<file path="src/rtl/v6_pulse_gen.sv">
// Synthetic ADC source: emits a baseline sample stream with shaped pulses (linear rise, exponential decay).
// Triggers come from an external strobe or a periodic timer; requests made while busy are counted as missed.
module v6_pulse_gen #(
    parameter int DATA_W      = 12,
    parameter int AMP_W       = 12,
    parameter int FRAC        = 6,
    parameter int RISE_SHIFT  = 2,
    parameter int DECAY_SHIFT = 4,
    parameter int BASELINE    = 100,
    parameter int HOLDOFF     = 64
) (
    input  logic              clk,
    input  logic              reset,
    input  logic              trig,
    input  logic [AMP_W-1:0]  amplitude,
    input  logic              auto_en,
    input  logic [15:0]       period,
    output logic [DATA_W-1:0] adc_data,
    output logic              pulse_start,
    output logic              busy,
    output logic [7:0]        missed_cnt
);

    localparam int ACC_W    = AMP_W + FRAC + 1;
    localparam int RISE_LEN = 1 << RISE_SHIFT;
    localparam int RC_W     = (RISE_SHIFT > 0) ? RISE_SHIFT : 1;
    localparam int HC_W     = (HOLDOFF > 1) ? $clog2(HOLDOFF) : 1;
    localparam int SUM_W    = ((ACC_W > 32) ? ACC_W : 32) + 1;

    localparam logic [DATA_W-1:0] DATA_MAX  = '1;
    localparam logic [SUM_W-1:0]  BASE_EXT  = SUM_W'(BASELINE);
    localparam logic [DATA_W-1:0] BASE_CLIP =
        (BASE_EXT > SUM_W'(DATA_MAX)) ? DATA_MAX : DATA_W'(BASELINE);

    typedef enum logic [1:0] {IDLE, RISE, DECAY, HOLD} state_t;

    function automatic logic [DATA_W-1:0] sat_sample(input logic [ACC_W-1:0] a);
        logic [SUM_W-1:0] sum;
        sum = SUM_W'(a >> FRAC) + BASE_EXT;
        if (sum > SUM_W'(DATA_MAX))
            return DATA_MAX;
        return sum[DATA_W-1:0];
    endfunction

    // Minimum decrement of one keeps the tail from stalling once acc>>DECAY_SHIFT reaches zero.
    function automatic logic [ACC_W-1:0] decay_step(input logic [ACC_W-1:0] a);
        logic [ACC_W-1:0] d;
        d = a >> DECAY_SHIFT;
        if (d == '0)
            d = ACC_W'(1);
        return a - d;
    endfunction

    state_t            state, state_d;
    logic [ACC_W-1:0]  acc, acc_d, step, step_d, acc_dec;
    logic [AMP_W-1:0]  amp_q, amp_d;
    logic [RC_W-1:0]   rcnt, rcnt_d;
    logic [HC_W-1:0]   hcnt, hcnt_d;
    logic [7:0]        miss_d;
    logic              start_d;
    logic [15:0]       acnt;
    logic              auto_exp;
    logic              req;

    assign auto_exp = auto_en && (period != 16'd0) && (acnt >= period - 16'd1);
    assign req      = trig | auto_exp;
    assign busy     = (state != IDLE);
    assign acc_dec  = decay_step(acc);

    always_ff @(posedge clk or negedge reset) begin
        if (!reset)
            acnt <= '0;
        else if (!auto_en || period == 16'd0 || auto_exp)
            acnt <= '0;
        else
            acnt <= acnt + 16'd1;
    end

    always_comb begin
        state_d = state;
        acc_d   = acc;
        step_d  = step;
        amp_d   = amp_q;
        rcnt_d  = rcnt;
        hcnt_d  = hcnt;
        start_d = 1'b0;
        miss_d  = missed_cnt;

        case (state)
            IDLE: begin
                acc_d = '0;
                if (req && amplitude != '0) begin
                    amp_d   = amplitude;
                    step_d  = (ACC_W'(amplitude) << FRAC) >> RISE_SHIFT;
                    start_d = 1'b1;
                    rcnt_d  = '0;
                    state_d = RISE;
                end
            end
            RISE: begin
                if (rcnt == RC_W'(RISE_LEN - 1)) begin
                    acc_d   = ACC_W'(amp_q) << FRAC;
                    state_d = DECAY;
                end else begin
                    acc_d  = acc + step;
                    rcnt_d = rcnt + RC_W'(1);
                end
            end
            DECAY: begin
                if (acc_dec < ACC_W'(1 << FRAC)) begin
                    acc_d   = '0;
                    hcnt_d  = '0;
                    state_d = HOLD;
                end else begin
                    acc_d = acc_dec;
                end
            end
            HOLD: begin
                if (hcnt == HC_W'(HOLDOFF - 1)) begin
                    hcnt_d  = '0;
                    state_d = IDLE;
                end else begin
                    hcnt_d = hcnt + HC_W'(1);
                end
            end
            default: state_d = IDLE;
        endcase

        if (req && state != IDLE && missed_cnt != 8'hFF)
            miss_d = missed_cnt + 8'd1;
    end

    // Sample register: adc_data tracks acc_d on the same edge, so no extra output latency.
    always_ff @(posedge clk or negedge reset) begin
        if (!reset) begin
            state       <= IDLE;
            acc         <= '0;
            step        <= '0;
            amp_q       <= '0;
            rcnt        <= '0;
            hcnt        <= '0;
            pulse_start <= 1'b0;
            missed_cnt  <= '0;
            adc_data    <= BASE_CLIP;
        end else begin
            state       <= state_d;
            acc         <= acc_d;
            step        <= step_d;
            amp_q       <= amp_d;
            rcnt        <= rcnt_d;
            hcnt        <= hcnt_d;
            pulse_start <= start_d;
            missed_cnt  <= miss_d;
            adc_data    <= sat_sample(acc_d);
        end
    end

endmodule
</file>
<file path="config.mk">
export PLATFORM = sky130hd
export DESIGN_NAME = v6_pulse_gen
export DESIGN_NICKNAME = d
export VERILOG_FILES = /design/src/rtl/v6_pulse_gen.sv
export SDC_FILE = /design/constraint.sdc
export NUM_CORES = 1
export LEC_CHECK = 0
export ABC_AREA = 1
export BUFFER_PORTS_ARGS = -buffer_cell sky130_fd_sc_hd__buf_2
export CELL_PAD_IN_SITES_DETAIL_PLACEMENT = 1
export CELL_PAD_IN_SITES_GLOBAL_PLACEMENT = 2
export CORE_ASPECT_RATIO = 0.5
export CORE_MARGIN = 3
export CORE_UTILIZATION = 37
export DETAILED_ROUTE_END_ITERATION = 10
export MAX_ROUTING_LAYER = met4
export PLACE_DENSITY = 0.86
export SYNTH_ARGS = -nofsm -noshare
export SYNTH_HDL_FRONTEND = slang
export SYNTH_SLANG_ARGS = --single-unit
</file>
<file path="constraint.sdc">
create_clock -name clk -period 6 [get_ports clk]
set_input_delay 1.2 -clock clk [delete_from_list [all_inputs] [get_ports clk]]
set_output_delay 1.2 -clock clk [all_outputs]
set_load 0.1 [all_outputs]
</file>
==> flow_summary_export.csv, run 1 <==
group,metric,value,unit
clock_tree,insertion_delay,0.35,ns
route,drc,0,
clock_tree,postCtsSetupBuffers,0,
synthesis,syn_inst,948,
hold_path,hold_path.class,"flop to flop",
clock_tree,cts_tree,"done",
final_layout,drive_gt1_share,14.7,%
clock_tree,numClockSinks,78,
synthesis,ys_ff_latch,78,
placement,numPortBuffers,53,
synthesis,synth_top_area_cell,"dfrtp_1",
sta,maxSlewHeadroom,34.5,%
global_routing,antenna_found_initial,0,
critical_path,cp_data_required_time,6.27,ns
global_routing,grt_max_degree,76,
die,die_w,195,um
clock_tree,cts.reportedPaths.clkPinSlew,0.06,ns
critical_path,rr_startpoint,"acc[16]",
sta,setup_viol_count_final,0,
synthesis,syn-num-nets,1038,
clock_tree,root_buffer,"clkbuf_16",
critical_path,crit_type,"input pin to flop",
global_routing,grt_pass1_wl,32900,um
sta,fin_crit,4.82,ns
outcome,outcome,"finished clean",
sta,hold_violations,0,
critical_path,start_kind,"input pin",
synthesis,post-synth-top-area-fraction,28.4,%
critical_path,critical_path_arrival,5.10,ns
sta,period_share,80.4,%
clock_tree,clk_path_buf_depth,2,
route,route.vias.total,6172,
critical_path,ff2ff_path_depth,24,
route,viasPerCell,5.01,
clock_tree,cts_hold_buf,0,
synthesis,ys_types,48,
global_routing,grt_pass1_vias,6510,
synthesis,async_flop_share,100,%
global_routing,grt_usage,21.6,%
die,initial_core_util,39.0,%
synthesis,synth-seq-area-share,29.6,%
critical_path,critPathLaunch,"period[2]",
hold_path,hold_depth,1,
sta,finalClockSkew,0.00953,ns
synthesis,synth_edf_count,0,
final_layout,layout_commonest_cell,"nand2_1",
sta,slew_viol_final,0,
sta,fmax,207,MHz
die,row_count,33,
placement,gp_congestion,0.864,
final_layout,final_cell_mix,"nand2_1, inv_1, dfrtp_1, nor2_1, nand3_1",
synthesis,netlist_area,0.00661,mm^2
final_layout,antenna_cells,0,
route,detail-route-antenna-nets,0,
synthesis,ys.flop_type,"dfrtp_1",
sta,rsz0062_at_grt,"no",
job,cap_violations,0,
sta,setup_tns,0,ns
final_layout,layout.nets,1090,
critical_path,crit_fanout,23,
route,drt_first_pass_iters,5,
placement,hpwl,16000,um
die,ios,54,
route,drt-initial-drc-count,286,
sta,tightest_slew,0.982,ns
die,coreArea,0.0169,mm^2
route,wire_per_inst,16.0,um
global_routing,overflow,0,
clock_tree,ctsResizeCount,0,
die,die_area,0.0196,mm^2
hold_path,hp-start,"acnt[0]",
die,dieHeight,100,um
synthesis,synth_top_cells_by_area,"dfrtp_1, nand2_1, ha_1",
critical_path,endpoint_kind,"flop",
route,finalWirelength,19700,um
clock_tree,cts_made_buffers,9,
synthesis,syn_avg_cell_area,6.97,um^2
clock_tree,cts_htree_levels,3,
synthesis,yosysWarnings,0,
final_layout,syn_to_final_growth,11.7,%
kinds of logic after synthesis:
family	synth area share, %
simple gates	35.2
buf+inv	10.1
compound gates	8.79
flops	29.6
fa+ha+maj	11.2
xor+xnor	5.04
critical path, cell delays in order:
cell	delay, ns
buf_2	0.12
nor2_1	0.10
nand2_1	0.09
nor3_1	0.27
nand3_1	0.17
nor3_1	0.35
nand2_1	0.16
nor4_1	0.26
xor2_1	0.12
ha_1	0.31
nand2_1	0.07
inv_1	0.05
nand3_1	0.09
nor3_1	0.23
nand2_1	0.11
nand3_1	0.10
nand2_1	0.07
nand2_2	0.12
nand2_2	0.09
nor2_2	0.75
nand2_1	0.15
o21ai_2	0.10
layer usage:
metal  GRT usage (%)  wire, um  share of wire [%]  vias to the layer above
li1                -         -                  -                     3115
met1            28.3      9480                 48                     2951
met2            36.5      9230                 47                       94
met3            2.94       828                4.2                       12
met4            4.54       191               0.97                        0
met5               -         0                  0                        -
synthesized netlist by cell type (12+ instances only):
library cell and number:
nand2_1 258, inv_1 145, dfrtp_1 75, nor2_1 73
nand3_1 65, ha_1 56, a21oi_1 36, nand2_2 34
o21ai_0 32, xor2_1 26, nand4_1 15, xnor2_1 12
worst paths after layout:
check,to,slack [ns]
worst max-delay path,amp_q[6],1.18
worst min-delay path,acnt[0],0.49
worst max register to register,adc_data[0],1.68
worst min register to register,acnt[0],0.49
max in group asynchronous,amp_q[0],4.22
min in group asynchronous,acc[1],0.63
area by class of cell:
class | instances | area (um^2)
Fill cell | 2185 | 9550
Multi-Input combinational cell | 701 | 3980
Sequential cell | 78 | 1960
Inverter | 156 | 586
Tap cell | 227 | 284
Timing Repair Buffer | 54 | 275
Clock buffer | 10 | 229
Clock inverter | 6 | 68.8
through the flow:
stage	setup slack [ns]	hold slack (ns)	cell area (um^2)	std cells	utilization [%]
2_1_floorplan	1.99	0.454	6610	948	-
3_3_place_gp	1.09	0.470	7080	1216	41.8
3_5_place_dp	0.833	0.488	7080	1216	41.8
4_1_cts	1.18	0.495	7380	1232	43.6
5_1_grt	0.588	0.527	7380	1232	43.6
6_report	1.18	0.493	7380	1232	43.6
sequential cells by signal, indices dropped and copies added, names as in the netlist:
register	flops
state	2
adc_data	12
missed_cnt	8
hcnt	6
acc	19
acnt	16
pulse_start	1
amp_q	12
rcnt	2
Power of run 1 is left out: the tool's default activity adds up to more than one toggle a clock period on the data nets, which glitch-free logic cannot reach.
==> run 2, diff against run 1 <==
--- a/config.mk
+++ b/config.mk
@@ -11,10 +11,10 @@
 export CELL_PAD_IN_SITES_GLOBAL_PLACEMENT = 2
 export CORE_ASPECT_RATIO = 0.5
 export CORE_MARGIN = 3
-export CORE_UTILIZATION = 37
+export CORE_UTILIZATION = 35
 export DETAILED_ROUTE_END_ITERATION = 10
 export MAX_ROUTING_LAYER = met4
-export PLACE_DENSITY = 0.86
+export PLACE_DENSITY = 0.82
 export SYNTH_ARGS = -nofsm -noshare
 export SYNTH_HDL_FRONTEND = slang
 export SYNTH_SLANG_ARGS = --single-unit
==> constraint.sdc (replaced) <==
create_clock -name clk -period 4.67 [get_ports clk]
set_input_delay 0.934 -clock clk [delete_from_list [all_inputs] [get_ports clk]]
set_output_delay 0.934 -clock clk [all_outputs]
set_load 0.1 [all_outputs]
==> flow_summary_export.csv, run 2 (same netlist as run 1, synthesis figures left out) <==
group,metric,value,unit
sta,rsz0062_at_grt,"no",
critical_path,crit_type,"flop to flop",
route,drt_first_pass_iters,5,
clock_tree,ctsResizeCount,0,
final_layout,syn_to_final_growth,13.4,%
final_layout,regArea,0.00196,mm^2
route,drc,0,
sta,period_share,87.8,%
clock_tree,insertion_delay,0.34,ns
clock_tree,clk_path_buf_depth,2,
sta,fmax,244,MHz
critical_path,cp_data_required_time,4.88,ns
global_routing,antenna_found_initial,0,
route,route.vias.total,6195,
route,viasPerCell,4.90,
final_layout,reg_top3,"acc x19, acnt x16",
route,drt-initial-drc-count,291,
sta,slew_viol_final,0,
clock_tree,root_buffer,"clkbuf_16",
critical_path,crit_fanout,12,
clock_tree,postCtsSetupBuffers,0,
final_layout,antenna_cells,0,
sta,setup_viol_count_final,0,
critical_path,critical_path_arrival,4.31,ns
sta,setup_tns,0,ns
clock_tree,numClockSinks,78,
final_layout,drive_gt1_share,15.3,%
critical_path,endpoint_kind,"flop",
outcome,outcome,"finished clean",
global_routing,grt_max_degree,79,
final_layout,top_register,"acc",
die,ios,54,
clock_tree,cts_htree_levels,3,
final_layout,largest_reg_flops,19,
placement,gp_congestion,0.865,
global_routing,overflow,0,
clock_tree,cts.reportedPaths.clkPinSlew,0.07,ns
die,initial_core_util,36.9,%
clock_tree,cts_hold_buf,0,
clock_tree,cts_tree,"done",
die,dieHeight,103,um
placement,hpwl,16500,um
route,wire_per_inst,16.1,um
sta,hold_violations,0,
route,finalWirelength,20400,um
critical_path,start_kind,"flop",
die,row_count,34,
job,cap_violations,0,
sta,tightest_slew,1.04,ns
clock_tree,cts_made_buffers,9,
die,coreArea,0.0179,mm^2
final_layout,layout_commonest_cell,"nand2_1",
die,die_w,200,um
die,die_area,0.0207,mm^2
global_routing,grt_pass1_vias,6550,
global_routing,grt_usage,21.2,%
route,detail-route-antenna-nets,0,
final_layout,layout.nets,1097,
final_layout,final_cell_mix,"nand2_1, inv_1, dfrtp_1, nor2_1, nand3_1",
sta,fin_crit,4.10,ns
placement,numPortBuffers,53,
sta,finalClockSkew,0.00799,ns
sta,maxSlewHeadroom,30.8,%
hold_path,hold_path.class,"flop to flop",
final_layout,multi_input_area,0.00398,mm^2
global_routing,grt_pass1_wl,33900,um
final_layout,fillers,2344,
run 2: cell count changes in the layout (fill, tap and decap cells not counted), sizes merged:
cell      delta
buf          +7
bufinv       +1
clkinv       -1
clkinvlp     +1
inv          -1
run 2: layout make-up:
| class | instances | area share, % |
|---|---|---|
| clock buffers | 10 | 3.06 |
| clock inverters | 6 | 1.27 |
| inverters | 156 | 7.82 |
| multi-input cells | 701 | 53.2 |
| flip-flops and latches | 78 | 26.1 |
| well taps | 252 | 4.21 |
| repair buffers | 61 | 4.38 |
run 2: worst paths after layout:
path | depth (start not counted) | start | slack [ns] | end
hold / removal | 1 | acnt[0] | 0.49 | acnt[0]
min in group asynchronous | 1 | reset | 0.75 | acc[3]
setup / recovery | 24 | acc[17] | 0.57 | adc_data[11]
max in group asynchronous | 1 | reset | 3.22 | hcnt[4]
setup reg to reg | 24 | acc[17] | 0.57 | adc_data[11]
hold reg to reg | 1 | acnt[0] | 0.49 | acnt[0]
run 2: worst max-delay path, stage by stage (launching register included):
cell	delay, ns
dfrtp_1	0.43
nor2_1	0.28
nand3_1	0.11
nor4_1	0.21
a41o_1	0.22
ha_1	0.15
inv_1	0.08
fa_1	0.45
nand3_1	0.11
nand3_2	0.08
nand2_1	0.08
nand2_2	0.07
xor2_1	0.31
nand2_1	0.10
nand2_1	0.09
nand2_2	0.07
inv_1	0.11
ha_1	0.21
nand2_2	0.09
nand3_2	0.08
nand2_2	0.07
nor2_1	0.11
nand3_1	0.09
nand2_2	0.26
nand2_1	0.10
run 2: routing by layer:
metal	global-route usage [%]	wire (um)	vias up
li1	-	-	3133
met1	27.4	10000	2957
met2	35.4	9270	93
met3	3.78	846	12
met4	4.53	242	0
met5	-	0	-
run 2: stage by stage:
| stage | area (um^2) | hold slack (ns) | setup slack, ns | util [%] | instances |
|---|---|---|---|---|---|
| 2_1_floorplan | 6610 | 0.454 | 0.923 | - | 948 |
| 3_3_place_gp | 7170 | 0.475 | 0.479 | 40.0 | 1248 |
| 3_5_place_dp | 7170 | 0.487 | 0.361 | 40.0 | 1248 |
| 4_1_cts | 7490 | 0.496 | 0.570 | 41.8 | 1264 |
| 5_1_grt | 7490 | 0.507 | 0.114 | 41.8 | 1264 |
| 6_report | 7490 | 0.488 | 0.570 | 41.8 | 1264 |
Power of run 2 is left out for the same reason.
==> run 3, diff against run 2 <==
==> config.mk (replaced) <==
export PLATFORM = sky130hd
export DESIGN_NAME = v6_pulse_gen
export DESIGN_NICKNAME = d
export VERILOG_FILES = /design/src/rtl/v6_pulse_gen.sv
export SDC_FILE = /design/constraint.sdc
export NUM_CORES = 1
export LEC_CHECK = 0
export BUFFER_PORTS_ARGS = -buffer_cell sky130_fd_sc_hd__buf_2
export CELL_PAD_IN_SITES_DETAIL_PLACEMENT = 1
export CELL_PAD_IN_SITES_GLOBAL_PLACEMENT = 2
export CORE_ASPECT_RATIO = 0.5
export CORE_MARGIN = 3
export CORE_UTILIZATION = 38
export DETAILED_ROUTE_END_ITERATION = 10
export MAX_ROUTING_LAYER = met4
export PLACE_DENSITY = 0.81
export SYNTH_ARGS = -nofsm -noshare
export SYNTH_HDL_FRONTEND = slang
export SYNTH_SLANG_ARGS = --single-unit
==> constraint.sdc (replaced) <==
create_clock -name clk -period 3.9 [get_ports clk]
set_input_delay 0.78 -clock clk [delete_from_list [all_inputs] [get_ports clk]]
set_output_delay 0.78 -clock clk [all_outputs]
set_load 0.1 [all_outputs]
==> flow_summary_export.csv, run 3 <==
group,metric,value,unit
placement,gp_congestion,0.875,
clock_tree,insertion_delay,0.34,ns
synthesis,post-synth-top-area-fraction,30.9,%
critical_path,slowest_delay,0.54,ns
final_layout,fillers,1733,
global_routing,grt_usage,24.6,%
global_routing,grt_max_degree,79,
outcome,violations,"negative setup slack",
route,wire_per_inst,20.2,um
sta,maxSlewHeadroom,28.7,%
synthesis,yosysMostFrequentCell,"dfrtp_1",
clock_tree,root_buffer,"clkbuf_16",
route,viasPerCell,5.68,
clock_tree,cts.reportedPaths.clkPinSlew,0.07,ns
die,initial_core_util,40.4,%
global_routing,grt_use_met3,4.34,%
synthesis,ys_ff_latch,78,
sta,rsz0062_at_grt,"yes",
final_layout,top_register,"acc",
global_routing,overflow,0,
sta,fin_hold_ws,0.489,ns
synthesis,synth_edf_count,0,
clock_tree,clk_path_buf_depth,2,
sta,tightest_slew,1.07,ns
route,drc,0,
sta,finalClockSkew,0.0108,ns
die,coreArea,0.0150,mm^2
sta,fin_crit,4.09,ns
route,drt_first_pass_iters,4,
synthesis,synth-seq-area-share,32.2,%
critical_path,cp_data_required_time,4.13,ns
synthesis,ys.flop_type,"dfrtp_1",
sta,hold_violations,0,
critical_path,crit_chain,"nor4_2 > a41o_1 > ha_4 > inv_2 > fa_2 > a21o_4 > nand4_4 > a211oi_4 > nor2_4 > o311ai_4 > xnor2_2 > or3_4 > o41a_1 > nor3b_4 > mux2_4",
die,ios,54,
global_routing,grt.busiest_layer,"met2",
global_routing,antenna_found_initial,0,
job,cap_violations,0,
critical_path,crit_fanout,3,
sta,period_share,105,%
critical_path,ff2ff_path_depth,15,
synthesis,syn_avg_cell_area,8.90,um^2
critical_path,start_kind,"flop",
route,detail-route-antenna-nets,0,
synthesis,syn-num-nets,773,
placement,hpwl,15100,um
global_routing,grtUsageMet1,34.5,%
final_layout,drive_gt1_share,31.9,%
clock_tree,cts_htree_levels,3,
synthesis,syn_inst,683,
hold_path,hold_depth,2,
clock_tree,numClockSinks,78,
final_layout,layout_commonest_cell,"buf_4",
die,dieHeight,95.4,um
synthesis,synth_common_cells,"dfrtp_1, nand2_1, nor2_1",
critical_path,crit_type,"flop to flop",
outcome,outcome,"complete, but fails checks",
synthesis,synth_top_cells_by_area,"dfrtp_1, ha_1, xnor2_1",
critical_path,critical_path_arrival,4.32,ns
placement,dpl_cell_area,0.00718,mm^2
clock_tree,cts_tree,"done",
critical_path,cp_slowest_cell,"o41a_1",
die,die_area,0.0176,mm^2
final_layout,design_area,0.00816,mm^2
placement,numPortBuffers,53,
final_layout,final_cell_mix,"buf_4, dfrtp_1, nand2_1, nor2_1, ha_1",
synthesis,ys_types,73,
global_routing,grt_pass1_vias,6064,
final_layout,reg_top3,"acc x19, acnt x16",
placement,dp_slack,-0.505,ns
critical_path,cp_num_buf_inv,1,
sta,slew_viol_final,0,
synthesis,yosysWarnings,0,
synthesis,async_flop_share,100,%
die,row_count,31,
die,die_w,185,um
sta,fmax,244,MHz
critical_path,cp_top_family,"simple AND/OR/NAND/NOR gates",
synthesis,netlist_area,0.00608,mm^2
clock_tree,cts_made_buffers,9,
critical_path,crit_cells,15,
route,route.vias.total,5882,
global_routing,use_met2,37.9,%
final_layout,layout.nets,923,
global_routing,grt_pass1_wl,33200,um
final_layout,syn_to_final_growth,34.3,%
synthesis,synth_top_area_cell,"dfrtp_1",
hold_path,hold_path.class,"flop to flop",
critical_path,endpoint_kind,"flop",
sta,postLayoutSetupSlackWorst,-0.194,ns
final_layout,antenna_cells,0,
final_layout,largest_reg_flops,19,
route,drt-initial-drc-count,350,
route,finalWirelength,20900,um
sta,setup_viol_count_final,39,
-- run 3: changes by cell type after synthesis, moves of 24 or more --
cell / delta
xnor2_1: +24
nand2_2: -34
inv_1: -115
nand3_1: -42
nand2_1: -189
-- run 3: worst min-delay path: cells and delay by family (launching register included) --
kind,cells,cell delay (ns)
simple gates,1,0.07
compound gates,1,0.05
flops,1,0.34
-- run 3: area by class of cell --
type | count | area (um^2) | area share, %
clock buffer | 10 | 239 | 2.93
clock inverter | 6 | 93.8 | 1.15
inverter | 30 | 113 | 1.38
multi-input combinational | 551 | 4330 | 53.0
sequential | 78 | 1960 | 24.0
tap | 198 | 248 | 3.03
timing repair buffer | 163 | 1180 | 14.5
-- run 3: final timing paths --
check	start	end	slack, ns
max	acc[13]	state[1]	-0.19
min	acc[0]	acc[0]	0.49
max reg2reg	acc[13]	state[1]	-0.19
min reg2reg	acc[0]	acc[0]	0.49
max in group asynchronous	reset	acc[12]	2.57
min in group asynchronous	reset	missed_cnt[3]	0.62
-- run 3: layer usage --
| layer | vias up | part of all wire [%] |
|---|---|---|
| met5 | - | 0 |
| met4 | 0 | 1.0 |
| met3 | 16 | 4.2 |
| met2 | 102 | 45 |
| met1 | 2976 | 49 |
| li1 | 2788 | - |
-- run 3: kinds of logic after synthesis --
family | synth area share [%]
DFF | 32.2
adders and majority gates | 12.2
buffers and inverters | 3.54
muxes | 3.46
and+or+nand+nor | 20.8
xor gates and xnor gates | 8.93
AOI/OAI and AO/OA | 18.9
-- run 3: repair_timing --
action / CTS / global route
setup buffers: 17 / 12
hold buffers: 0 / 0
cloned: 2 / 0
setup endpoints to repair: 44 / 51
resized for setup: 54 / 53
pin swaps: 19 / 43
endpoints found under the hold margin: 0 / 0
-- run 3: stage by stage --
step	cells	utilization [%]	setup TNS (ns)
2_1_floorplan	683	-	-1.69
3_3_place_gp	993	47.7	-14.67
3_5_place_dp	993	47.7	-19.68
4_1_cts	1026	52.2	-2.83
5_1_grt	1036	54.2	-9.92
6_report	1036	54.2	-3.06
Power of run 3 is left out for the same reason.
